--- src/rtl/arith_seq_pkg.sv ---
// Shared types and constants for the arithmetic-datapath sequencer.
package arith_seq_pkg;

  typedef enum logic [2:0] {
    ST_IDLE      = 3'd0,
    ST_FETCH     = 3'd1,
    ST_DECODE    = 3'd2,
    ST_EXECUTE   = 3'd3,
    ST_WRITEBACK = 3'd4,
    ST_EXCEPT    = 3'd5
  } state_t;

  localparam logic [31:0] PC_STEP          = 32'd4;
  localparam logic [31:0] RESET_PC_DEFAULT = 32'h0040_0000;

  localparam int OPCODE_MSB = 31;
  localparam int OPCODE_LSB = 26;
  localparam int FUNCT_MSB  = 5;
  localparam int FUNCT_LSB  = 0;

  // Wraps naturally at 2^32, so the word after 32'hFFFF_FFFC is 0.
  function automatic logic [31:0] next_pc(input logic [31:0] cur_pc);
    return cur_pc + PC_STEP;
  endfunction

endpackage

--- src/rtl/arith_seq_perf.sv ---
// Retired-instruction and busy-cycle counters; only built with ARITH_SEQ_PERF_EN.
module arith_seq_perf (
  input  logic        clock,
  input  logic        reset,
  input  logic        retire,
  input  logic        busy,
  output logic [31:0] retired_cnt,
  output logic [31:0] cycle_cnt
);

  logic [31:0] retired_reg;
  logic [31:0] cycle_reg;

  always_ff @(posedge clock or posedge reset) begin
    if (reset) begin
      retired_reg <= '0;
      cycle_reg   <= '0;
    end else begin
      if (retire) retired_reg <= retired_reg + 32'd1;
      if (busy)   cycle_reg   <= cycle_reg + 32'd1;
    end
  end

  assign retired_cnt = retired_reg;
  assign cycle_cnt   = cycle_reg;

endmodule

--- src/rtl/arith_sequencer.sv ---
// Multi-cycle fetch/decode/execute/writeback controller for the MIPS arithmetic datapath.
// Optional performance counters are enabled by defining ARITH_SEQ_PERF_EN.
module arith_sequencer
  import arith_seq_pkg::*;
#(
  parameter logic [31:0] RESET_PC = RESET_PC_DEFAULT
) (
  input  logic        clock,
  input  logic        reset,
  input  logic        run,
  output logic        imem_req,
  output logic [31:0] imem_addr,
  input  logic        imem_ready,
  input  logic [31:0] imem_data,
  output logic [31:0] instr,
  input  logic        dec_except,
  input  logic        dec_writeenable,
  output logic        alu_latch,
  output logic        rf_wr_en,
  output logic [31:0] pc,
  output logic        busy,
  output logic        exc_valid,
  output logic [31:0] exc_pc,
  input  logic        exc_ack
`ifdef ARITH_SEQ_PERF_EN
  ,
  output logic [31:0] retired_cnt,
  output logic [31:0] cycle_cnt
`endif
);

  state_t      state_reg, state_next;
  logic [31:0] pc_reg;
  logic [31:0] instr_reg;
  logic [31:0] exc_pc_reg;

  always_comb begin
    state_next = state_reg;
    case (state_reg)
      ST_IDLE:      if (run) state_next = ST_FETCH;
      ST_FETCH:     if (imem_ready) state_next = ST_DECODE;
      ST_DECODE:    state_next = dec_except ? ST_EXCEPT : ST_EXECUTE;
      ST_EXECUTE:   state_next = ST_WRITEBACK;
      ST_WRITEBACK: state_next = run ? ST_FETCH : ST_IDLE;
      ST_EXCEPT:    if (exc_ack) state_next = ST_IDLE;
      default:      state_next = ST_IDLE;
    endcase
  end

  // The PC also steps on exception acknowledge so the faulting word is skipped.
  always_ff @(posedge clock or posedge reset) begin
    if (reset) begin
      state_reg  <= ST_IDLE;
      pc_reg     <= RESET_PC;
      instr_reg  <= '0;
      exc_pc_reg <= '0;
    end else begin
      state_reg <= state_next;
      if (state_reg == ST_FETCH && imem_ready)
        instr_reg <= imem_data;
      if (state_reg == ST_DECODE && dec_except)
        exc_pc_reg <= pc_reg;
      if (state_reg == ST_WRITEBACK || (state_reg == ST_EXCEPT && exc_ack))
        pc_reg <= next_pc(pc_reg);
    end
  end

  assign imem_req  = (state_reg == ST_FETCH);
  assign imem_addr = pc_reg;
  assign instr     = instr_reg;
  assign alu_latch = (state_reg == ST_EXECUTE);
  assign rf_wr_en  = (state_reg == ST_WRITEBACK) && dec_writeenable;
  assign pc        = pc_reg;
  assign busy      = (state_reg != ST_IDLE) && (state_reg != ST_EXCEPT);
  assign exc_valid = (state_reg == ST_EXCEPT);
  assign exc_pc    = exc_pc_reg;

`ifdef ARITH_SEQ_PERF_EN
  arith_seq_perf u_perf (
    .clock       (clock),
    .reset       (reset),
    .retire      (state_reg == ST_WRITEBACK),
    .busy        (busy),
    .retired_cnt (retired_cnt),
    .cycle_cnt   (cycle_cnt)
  );
`endif

endmodule

--- config.mk ---
export PLATFORM = sky130hd
export DESIGN_NAME = arith_sequencer
export DESIGN_NICKNAME = d
export VERILOG_FILES = /design/src/rtl/arith_seq_pkg.sv /design/src/rtl/arith_seq_perf.sv /design/src/rtl/arith_sequencer.sv
export SDC_FILE = /design/constraint.sdc
export NUM_CORES = 1
export LEC_CHECK = 0
export CAP_MARGIN = 20
export CORE_ASPECT_RATIO = 0.6
export CORE_MARGIN = 3
export CORE_UTILIZATION = 35
export CTS_BUF_LIST = sky130_fd_sc_hd__clkbuf_8
export DETAILED_ROUTE_END_ITERATION = 8
export PLACE_DENSITY = 0.69
export SYNTH_ARGS = -nofsm -noshare
export SYNTH_HDL_FRONTEND = slang
export SYNTH_HIERARCHICAL = 1
export SYNTH_SLANG_ARGS = --single-unit
--- constraint.sdc ---
create_clock -name clock -period 4.9 [get_ports clock]
set_input_delay 0.735 -clock clock [delete_from_list [all_inputs] [get_ports clock]]
set_output_delay 0.735 -clock clock [all_outputs]
set_load 0.05 [all_outputs]
==> results of run 1 <==
## per-layer routing
layer / track usage, % / vias to the layer above
met5: 0 / -
met4: 2.90 / 0
met3: 5.34 / 7
met2: 22.2 / 95
met1: 20.1 / 1370
li1: - / 1301
## cells by family after synthesis
family / count (synthesis) / synth area share (%)
compound gates: 6 / 0.938
flops: 95 / 57.5
xor+xnor: 29 / 6.14
other cells: 1 / 0.0907
simple gates: 67 / 9.62
mux: 63 / 17.2
buf+inv: 50 / 8.23
fa+ha+maj: 1 / 0.303
## worst min-delay path by stage
stage / start / endpoint
6_report: exc_pc[19] / exc_pc[19]
5_1_grt: instr[30] / instr[30]
4_1_cts: exc_pc[19] / exc_pc[19]
2_1_floorplan: state_reg[1] / state_reg[0]
3_3_place_gp: exc_pc[19] / exc_pc[19]
3_5_place_dp: exc_pc[19] / exc_pc[19]
## cells in the final DEF (no fill, tap or decap), types with 3 or more instances in the layout
cell	instances
clkdlybuf4s50_1	165
and4_1	3
dfrtp_1	94
inv_1	5
nand4_1	4
clkbuf_8	11
conb_1	6
and3_1	3
xor2_1	13
buf_4	4
xnor2_1	16
nor3_1	4
mux2_1	3
nand3_1	13
o21ai_0	3
nor2b_1	5
nor2_1	9
mux2_2	60
nand2_1	11
## report_power, final
part           total [uW]  internal [uW]  switching (uW)
sequential           1100            965             137
combinational        1600            589            1010
clock                 528            263             265
total                3230           1820            1410
## worst max-delay path, cell delays in order
cell and delay (ps):
clkdlybuf4s50_1 460, and3b_1 150, clkdlybuf4s50_1 810
## layout make-up
cell class	count	share of cell area, %
tap	160	3.37
sequential	95	40.1
inverter	5	0.359
timing repair buffer	169	28.3
clock inverter	5	0.970
clock buffer	11	2.55
multi-input combinational	172	24.3
## metrics by stage
stage	instances	power (uW)	utilization [%]	worst slack (ps)	cell area [um^2]
after detailed placement	601	2730	50.2	2010	5720
after global placement	601	2710	50.2	2030	5720
after global routing	617	3380	52.0	1890	5930
after CTS	617	3270	52.0	2000	5930
final	617	3230	52.0	2010	5930
after floorplan	317	2220	-	1690	4150
==> results.toml, run 1 <==
[sta]
min_period_ps = 2890
slew_headroom_pct = 51.4
fmax_ghz = 0.345
finalClockSkew_ps = 10.9
fin_hold_ws_ps = 495
worst_pin_slew_ps = 729
setup_viol = 0
finalMaxSlewViolations = 0
period_share_pct = 59.1
rsz0062_at_grt = "no"
fin_tns_setup_ps = 0
finalHoldViolCount = 0

[detailed_routing]
ant_nets = 0
viasPerCell = 4.49
routedWlPerCell_um = 15.2
route.met3.wl_um = 648
route.vias.total = 2773
wirelength_met1_mm = 4.43
highest_layer = "met4"
remaining_drc_errors = 0
first_pass_iters = 5
routed_wl_mm = 9.37
drt_iter0_drc = 97
route.met2.wl_mm = 4.22

[clocking]
insertion_delay_ps = 360
cts_buffer_depth = 2
clkTransAtPathRegs_ps = 90
ctsRootBufferMaster = "clkbuf_8"
ctsHoldBuffers = 0
cts.htree.levels = 3
ctsResizeCount = 0
cts_made_buffers = 9
post_cts_buffers = 0
cts_sinks = 95
cts_tree = "done"

[synthesis]
synth_ff_type = "dfrtp_1"
yosys.area.top_type_share_pct = 56.9
synth_cell_types = 36
synth_edf_count = 0
seq_area_frac_synth_pct = 57.5
syn_inst = 312
yosysMostFrequentCell = "dfrtp_1"
yosysTopAreaCell = "dfrtp_1"
synth.avg_cell_area_um2 = 13.3
synthArstFlopShare_pct = 100
ys_warn_count = 6
ys_top_cells_by_area = "dfrtp_1 57%, mux2_2 16%, buf_4 7.1%"
ys_ff_latch = 95
syn_area_mm2 = 0.00414
synthTopCellsByCount = "94 x dfrtp_1, 60 x mux2_2, 39 x buf_4, 16 x xnor2_1"

[cells_and_area]
final_layout_size_suffix_gt1_share_pct = 19.3
nets = 492
seqCellArea_mm2 = 0.00238
fillers = 1003
area_growth_pct = 43.4
diodes = 0
largest_reg_flops = 32
multiInputGateArea_mm2 = 0.00144

[run]
drv_cap = 0

[global_routing]
grt_pass1_wl_mm = 15.7
grt_overflow_total = 0
grt_max_degree = 61
grt_antenna_before_repair = 0
grt_pass1_vias = 2918
gr-usage-all-layers_pct = 14.6

[floorplanning]
die_x_um = 146
io_pins = 172
dieHeight_um = 90.2
core_mm2 = 0.0114
initial_core_util_pct = 36.2
rows = 30
dieArea_mm2 = 0.0132

[setup_path]
worst_setup_path_start_kind = "input pin"
criticalPathCategory = "input pin to output port"
required_ps = 4160
r2r_cells = 6
path_max_fanout = 1
cp-endpoint = "rf_wr_en"
regToRegEndpoint = "imem_addr[26]"
critPathArrivalTime_ps = 2160
worst-r2r-setup-slack_ps = 2840
reg2reg_from = "imem_addr[3]"
setup.worst_path.end_class = "output port"
critical_path.startpoint = "dec_writeenable"

[pwr]
peakVddDrop_uv = 326
power.density_mw_per_mm2 = 544
leakage_uw = 0.00257

[min_path]
hp-class = "flip-flop to flip-flop"
whs_path_depth = 1

[status]
status = "finished clean"

[placed_design]
gp_congestion = 0.717
dp.final_hpwl_mm = 7.01
portBuffers = 165
No activity file was read; power rests on OpenSTA's default activity.
==> inputs of run 2 (changes only) <==
==> constraint.sdc (replaced) <==
create_clock -name clock -period 2.8 [get_ports clock]
set_input_delay 0.42 -clock clock [delete_from_list [all_inputs] [get_ports clock]]
set_output_delay 0.42 -clock clock [all_outputs]
set_load 0.05 [all_outputs]
==> run 2 against run 1 <==
Die area is the same. Via count shrank 0.29%. Flip-flop and latch count unchanged. Hold slack worse by 12 ps. Largest power group unchanged. Highest routed layer unchanged.
==> results.toml, run 2 (synthesized netlist as in run 1, its figures left out) <==
[cells_and_area]
diodes = 0
mostFrequentLayoutCells = "165 x clkdlybuf4s50_1, 94 x dfrtp_1, 60 x mux2_2"
layout_commonest_cell = "clkdlybuf4s50_1"
fillers = 993
seqCellArea_mm2 = 0.00238
area_growth_pct = 44.2
multiInputGateArea_mm2 = 0.00144
final_layout_size_suffix_gt1_share_pct = 19.6
nets = 494
largest_reg_flops = 32

[setup_path]
criticalPathCategory = "flip-flop to output port"
crit_chain = "and2b_1, and3b_1, clkdlybuf4s50_1"
critical_path.startpoint = "state_reg[2]"
worst_setup_path_start_kind = "flip-flop"
max_stage_delay_ps = 800
setup.worst_path.end_class = "output port"
critPathArrivalTime_ps = 2150
crit_buf_inv = 1
critPathTopFamily = "buffers and inverters"
critPathSlowestCell = "clkdlybuf4s50_1"
path_max_fanout = 11
required_ps = 2380
reg2reg_from = "imem_addr[2]"

[pwr]
p_clk_share_pct = 16.0
peakVddDrop_uv = 586
comb_power_share_pct = 49.8
p_sw_uw = 2500
p_seq_share_pct = 34.2
power.density_mw_per_mm2 = 951
internal_power_uw = 3170
switching_share_pct = 44.1
leakage_uw = 0.00258

[global_routing]
grt_pass1_vias = 2883
grt_pass1_wl_mm = 15.8
grt_overflow_total = 0
grt_max_degree = 41
grt_antenna_before_repair = 0
gr-usage-all-layers_pct = 14.7

[floorplanning]
rows = 30
die_x_um = 146
dieHeight_um = 90.2
core_mm2 = 0.0114
io_pins = 172
dieArea_mm2 = 0.0132
initial_core_util_pct = 36.2

[sta]
finalClockSkew_ps = 6.72
setup_viol = 0
worst_pin_slew_ps = 542
layout_setup_ws_ps = 234
min_period_ps = 2570
fmax_ghz = 0.390
slew_headroom_pct = 63.8
finalMaxSlewViolations = 0
rsz0062_at_grt = "no"
finalHoldViolCount = 0
period_share_pct = 91.6
fin_tns_setup_ps = 0

[detailed_routing]
viasPerCell = 4.47
ant_nets = 0
routed_wl_mm = 9.54
drt_iter0_drc = 79
remaining_drc_errors = 0
routedWlPerCell_um = 15.4
first_pass_iters = 4
route.vias.total = 2765

[clocking]
post_cts_buffers = 0
cts_tree = "done"
cts_sinks = 95
clkTransAtPathRegs_ps = 90
insertion_delay_ps = 360
ctsRootBufferMaster = "clkbuf_8"
cts_buffer_depth = 2
cts.htree.levels = 3
ctsHoldBuffers = 0
cts_made_buffers = 9
ctsResizeCount = 0

[status]
status = "finished clean"

[placed_design]
dp.final_hpwl_mm = 7.18
portBuffers = 165
detailedPlace.worstSlack_ps = 563
gp_congestion = 0.728

[min_path]
hp-class = "input pin to async pin"

[run]
drv_cap = 0
-- run 2: cell types whose count changed in the layout (fill, tap and decap cells not counted) --
cell / previous run / this run
buf_12: 0 / 2
inv_4: 1 / 0
inv_6: 0 / 1
clkinv_2: 0 / 2
clkbuf_8: 11 / 10
clkinv_4: 1 / 0
-- run 2: through the flow --
step / std cells / instance area [um^2] / power [uW] / hold slack, ps / util, %
after floorplan: 317 / 4160 / 3890 / 513 / -
after global placement: 603 / 5760 / 4760 / 475 / 50.5
after detailed placement: 603 / 5760 / 4810 / 479 / 50.5
after CTS: 619 / 5960 / 5740 / 465 / 52.2
after global routing: 619 / 5960 / 5940 / 504 / 52.2
final: 619 / 5960 / 5670 / 483 / 52.2
-- run 2: path summary, 6_finish.rpt --
path                                      end  slack (ps)  cells past startpoint
worst max-delay path                 rf_wr_en         230                      3
worst min-delay path            imem_addr[17]         480                      2
worst max register to register  imem_addr[24]         710                      6
worst min register to register     exc_pc[17]         490                      1
max in group asynchronous            instr[2]        1670                      3
min in group clock                 exc_pc[17]         490                      1
-- run 2: final cells by class --
class / count / share of cell area, %
clock inverters: 6 / 1.01
well taps: 160 / 3.36
repair buffers: 171 / 28.9
flip-flops and latches: 95 / 39.9
inverters: 5 / 0.378
clock buffers: 10 / 2.31
multi-input cells: 172 / 24.2
-- run 2: routing by layer --
layer	global-route usage (%)	wire length, um
met5	0	0
met3	5.54	658
met4	3.52	74
met1	20.5	4600
met2	21.9	4210
-- run 2: power by group through the flow --
stage	logic [uW]	registers [uW]	clock network, uW
CTS	2860	1940	943
floorplan	967	2930	0
global placement	2820	1940	0
detailed placement	2850	1960	0
global route	2950	1990	1000
finish	2820	1940	906
==> inputs of run 3 (changes only) <==
==> constraint.sdc (replaced) <==
create_clock -name clock -period 2.7 [get_ports clock]
set_input_delay 0.405 -clock clock [delete_from_list [all_inputs] [get_ports clock]]
set_output_delay 0.405 -clock clock [all_outputs]
set_load 0.05 [all_outputs]
==> run 3 against run 2 <==
Combinational power grew 3%. Sequential share of layout area shrank 0.084 points. Count of clock-buffer cells in the layout down 1. Total power grew 4.7%. Cell area up 0.21%. Sequential power is 3% higher. Clock power up 14%. Register-to-register slack lost 80 ps. Largest power group unchanged.
==> results.toml, run 3 (synthesized netlist as in run 1, its figures left out) <==
[status]
status = "finished clean"

[floorplanning]
initial_core_util_pct = 36.2
io_pins = 172
dieHeight_um = 90.2
rows = 30
core_mm2 = 0.0114
die_x_um = 146
dieArea_mm2 = 0.0132

[setup_path]
reg2reg_from = "imem_addr[2]"
worst_setup_path_start_kind = "flip-flop"
path_max_fanout = 10
r2r_cells = 6
critPathSlowestCell = "clkdlybuf4s50_1"
worst-r2r-setup-slack_ps = 630
setup.worst_path.end_class = "output port"
cpMostUsedCell = "nor2b_1"
max_stage_delay_ps = 820
crit_chain = "nor2b_1, nor2b_1, clkdlybuf4s50_1"
critPathArrivalTime_ps = 2110
required_ps = 2300
regToRegEndpoint = "imem_addr[26]"
criticalPathCategory = "flip-flop to output port"

[placed_design]
dp.final_hpwl_mm = 7.23
gp_congestion = 0.706
portBuffers = 165
placed_cells = 602
detailedPlace.worstSlack_ps = 574

[detailed_routing]
drt_iter0_drc = 133
route.vias.total = 2786
remaining_drc_errors = 0
ant_nets = 0
first_pass_iters = 4
routedWlPerCell_um = 15.5
routed_wl_mm = 9.55
viasPerCell = 4.51

[clocking]
cts_sinks = 95
cts_buffer_depth = 2
ctsHoldBuffers = 0
post_cts_buffers = 0
clkTransAtPathRegs_ps = 90
cts_tree = "done"
insertion_delay_ps = 360
ctsRootBufferMaster = "clkbuf_8"
ctsResizeCount = 0
cts_made_buffers = 9
cts.htree.levels = 3

[sta]
slew_headroom_pct = 49.5
min_period_ps = 2520
layout_setup_ws_ps = 181
fmax_ghz = 0.397
period_share_pct = 93.3
setup_viol = 0
finalMaxSlewViolations = 0
worst_pin_slew_ps = 756
rsz0062_at_grt = "no"
finalClockSkew_ps = 6.61
finalHoldViolCount = 0
fin_tns_setup_ps = 0

[pwr]
peakVddDrop_uv = 631
leakage_uw = 0.00259
total_power_uw = 5940
power.density_mw_per_mm2 = 994

[cells_and_area]
final_layout_size_suffix_gt1_share_pct = 19.9
fin_cells = 618
mostFrequentLayoutCells = "164 x clkdlybuf4s50_1, 94 x dfrtp_1, 60 x mux2_2"
postLayoutCoreUtil_pct = 52.4
layout_commonest_cell = "clkdlybuf4s50_1"
nets = 493
diodes = 0
area_growth_pct = 44.5
largest_reg_flops = 32

[run]
drv_cap = 0

[min_path]
min_to = "exc_pc[18]"
hold_start = "exc_pc[18]"
hp-class = "flip-flop to flip-flop"
whs_path_depth = 1

[global_routing]
grt_max_degree = 34
grt_pass1_wl_mm = 15.8
gr-usage-all-layers_pct = 14.9
grt_overflow_total = 0
grt_antenna_before_repair = 0
grt_pass1_vias = 2879
-- run 3: per-layer routing --
metal,share of wire (%),track usage [%]
met1,47,20.4
met3,8.0,6.40
met4,1.0,3.21
met5,0,0
met2,44,21.9
-- run 3: worst max path at each step --
stage | end | start | cells after the start | slack [ps]
after floorplan | instr[0] | state_reg[0] | 7 | 260
after global placement | imem_req | state_reg[0] | 3 | 620
after detailed placement | imem_req | state_reg[0] | 3 | 570
after CTS | imem_req | state_reg[0] | 3 | 160
after global routing | imem_req | state_reg[0] | 3 | 40
final | imem_req | state_reg[0] | 3 | 180
-- run 3: final cells by class --
type	count	area, um^2
timing repair buffer	170	1710
multi-input combinational	172	1440
tap	160	200
sequential	95	2380
clock inverter	7	96.3
clock buffer	9	124
fill	1005	5440
inverter	5	22.5
-- run 3: power breakdown --
part	total (uW)	internal [uW]	switching [uW]
Combinational	2910	1070	1830
Sequential	2000	1750	250
Clock	1030	525	506
-- run 3: metrics by stage --
step	cell area (um^2)	hold WS, ps
2_1_floorplan	4160	498
3_3_place_gp	5750	468
3_5_place_dp	5750	475
4_1_cts	5970	497
5_1_grt	5970	508
6_report	5970	492
-- run 3: worst max-delay path: cells and delay by family (launching register included) --
| family | cells | cell delay, ps |
|---|---|---|
| flops | 1 | 510 |
| simple gates | 2 | 430 |
| buf+inv | 1 | 820 |
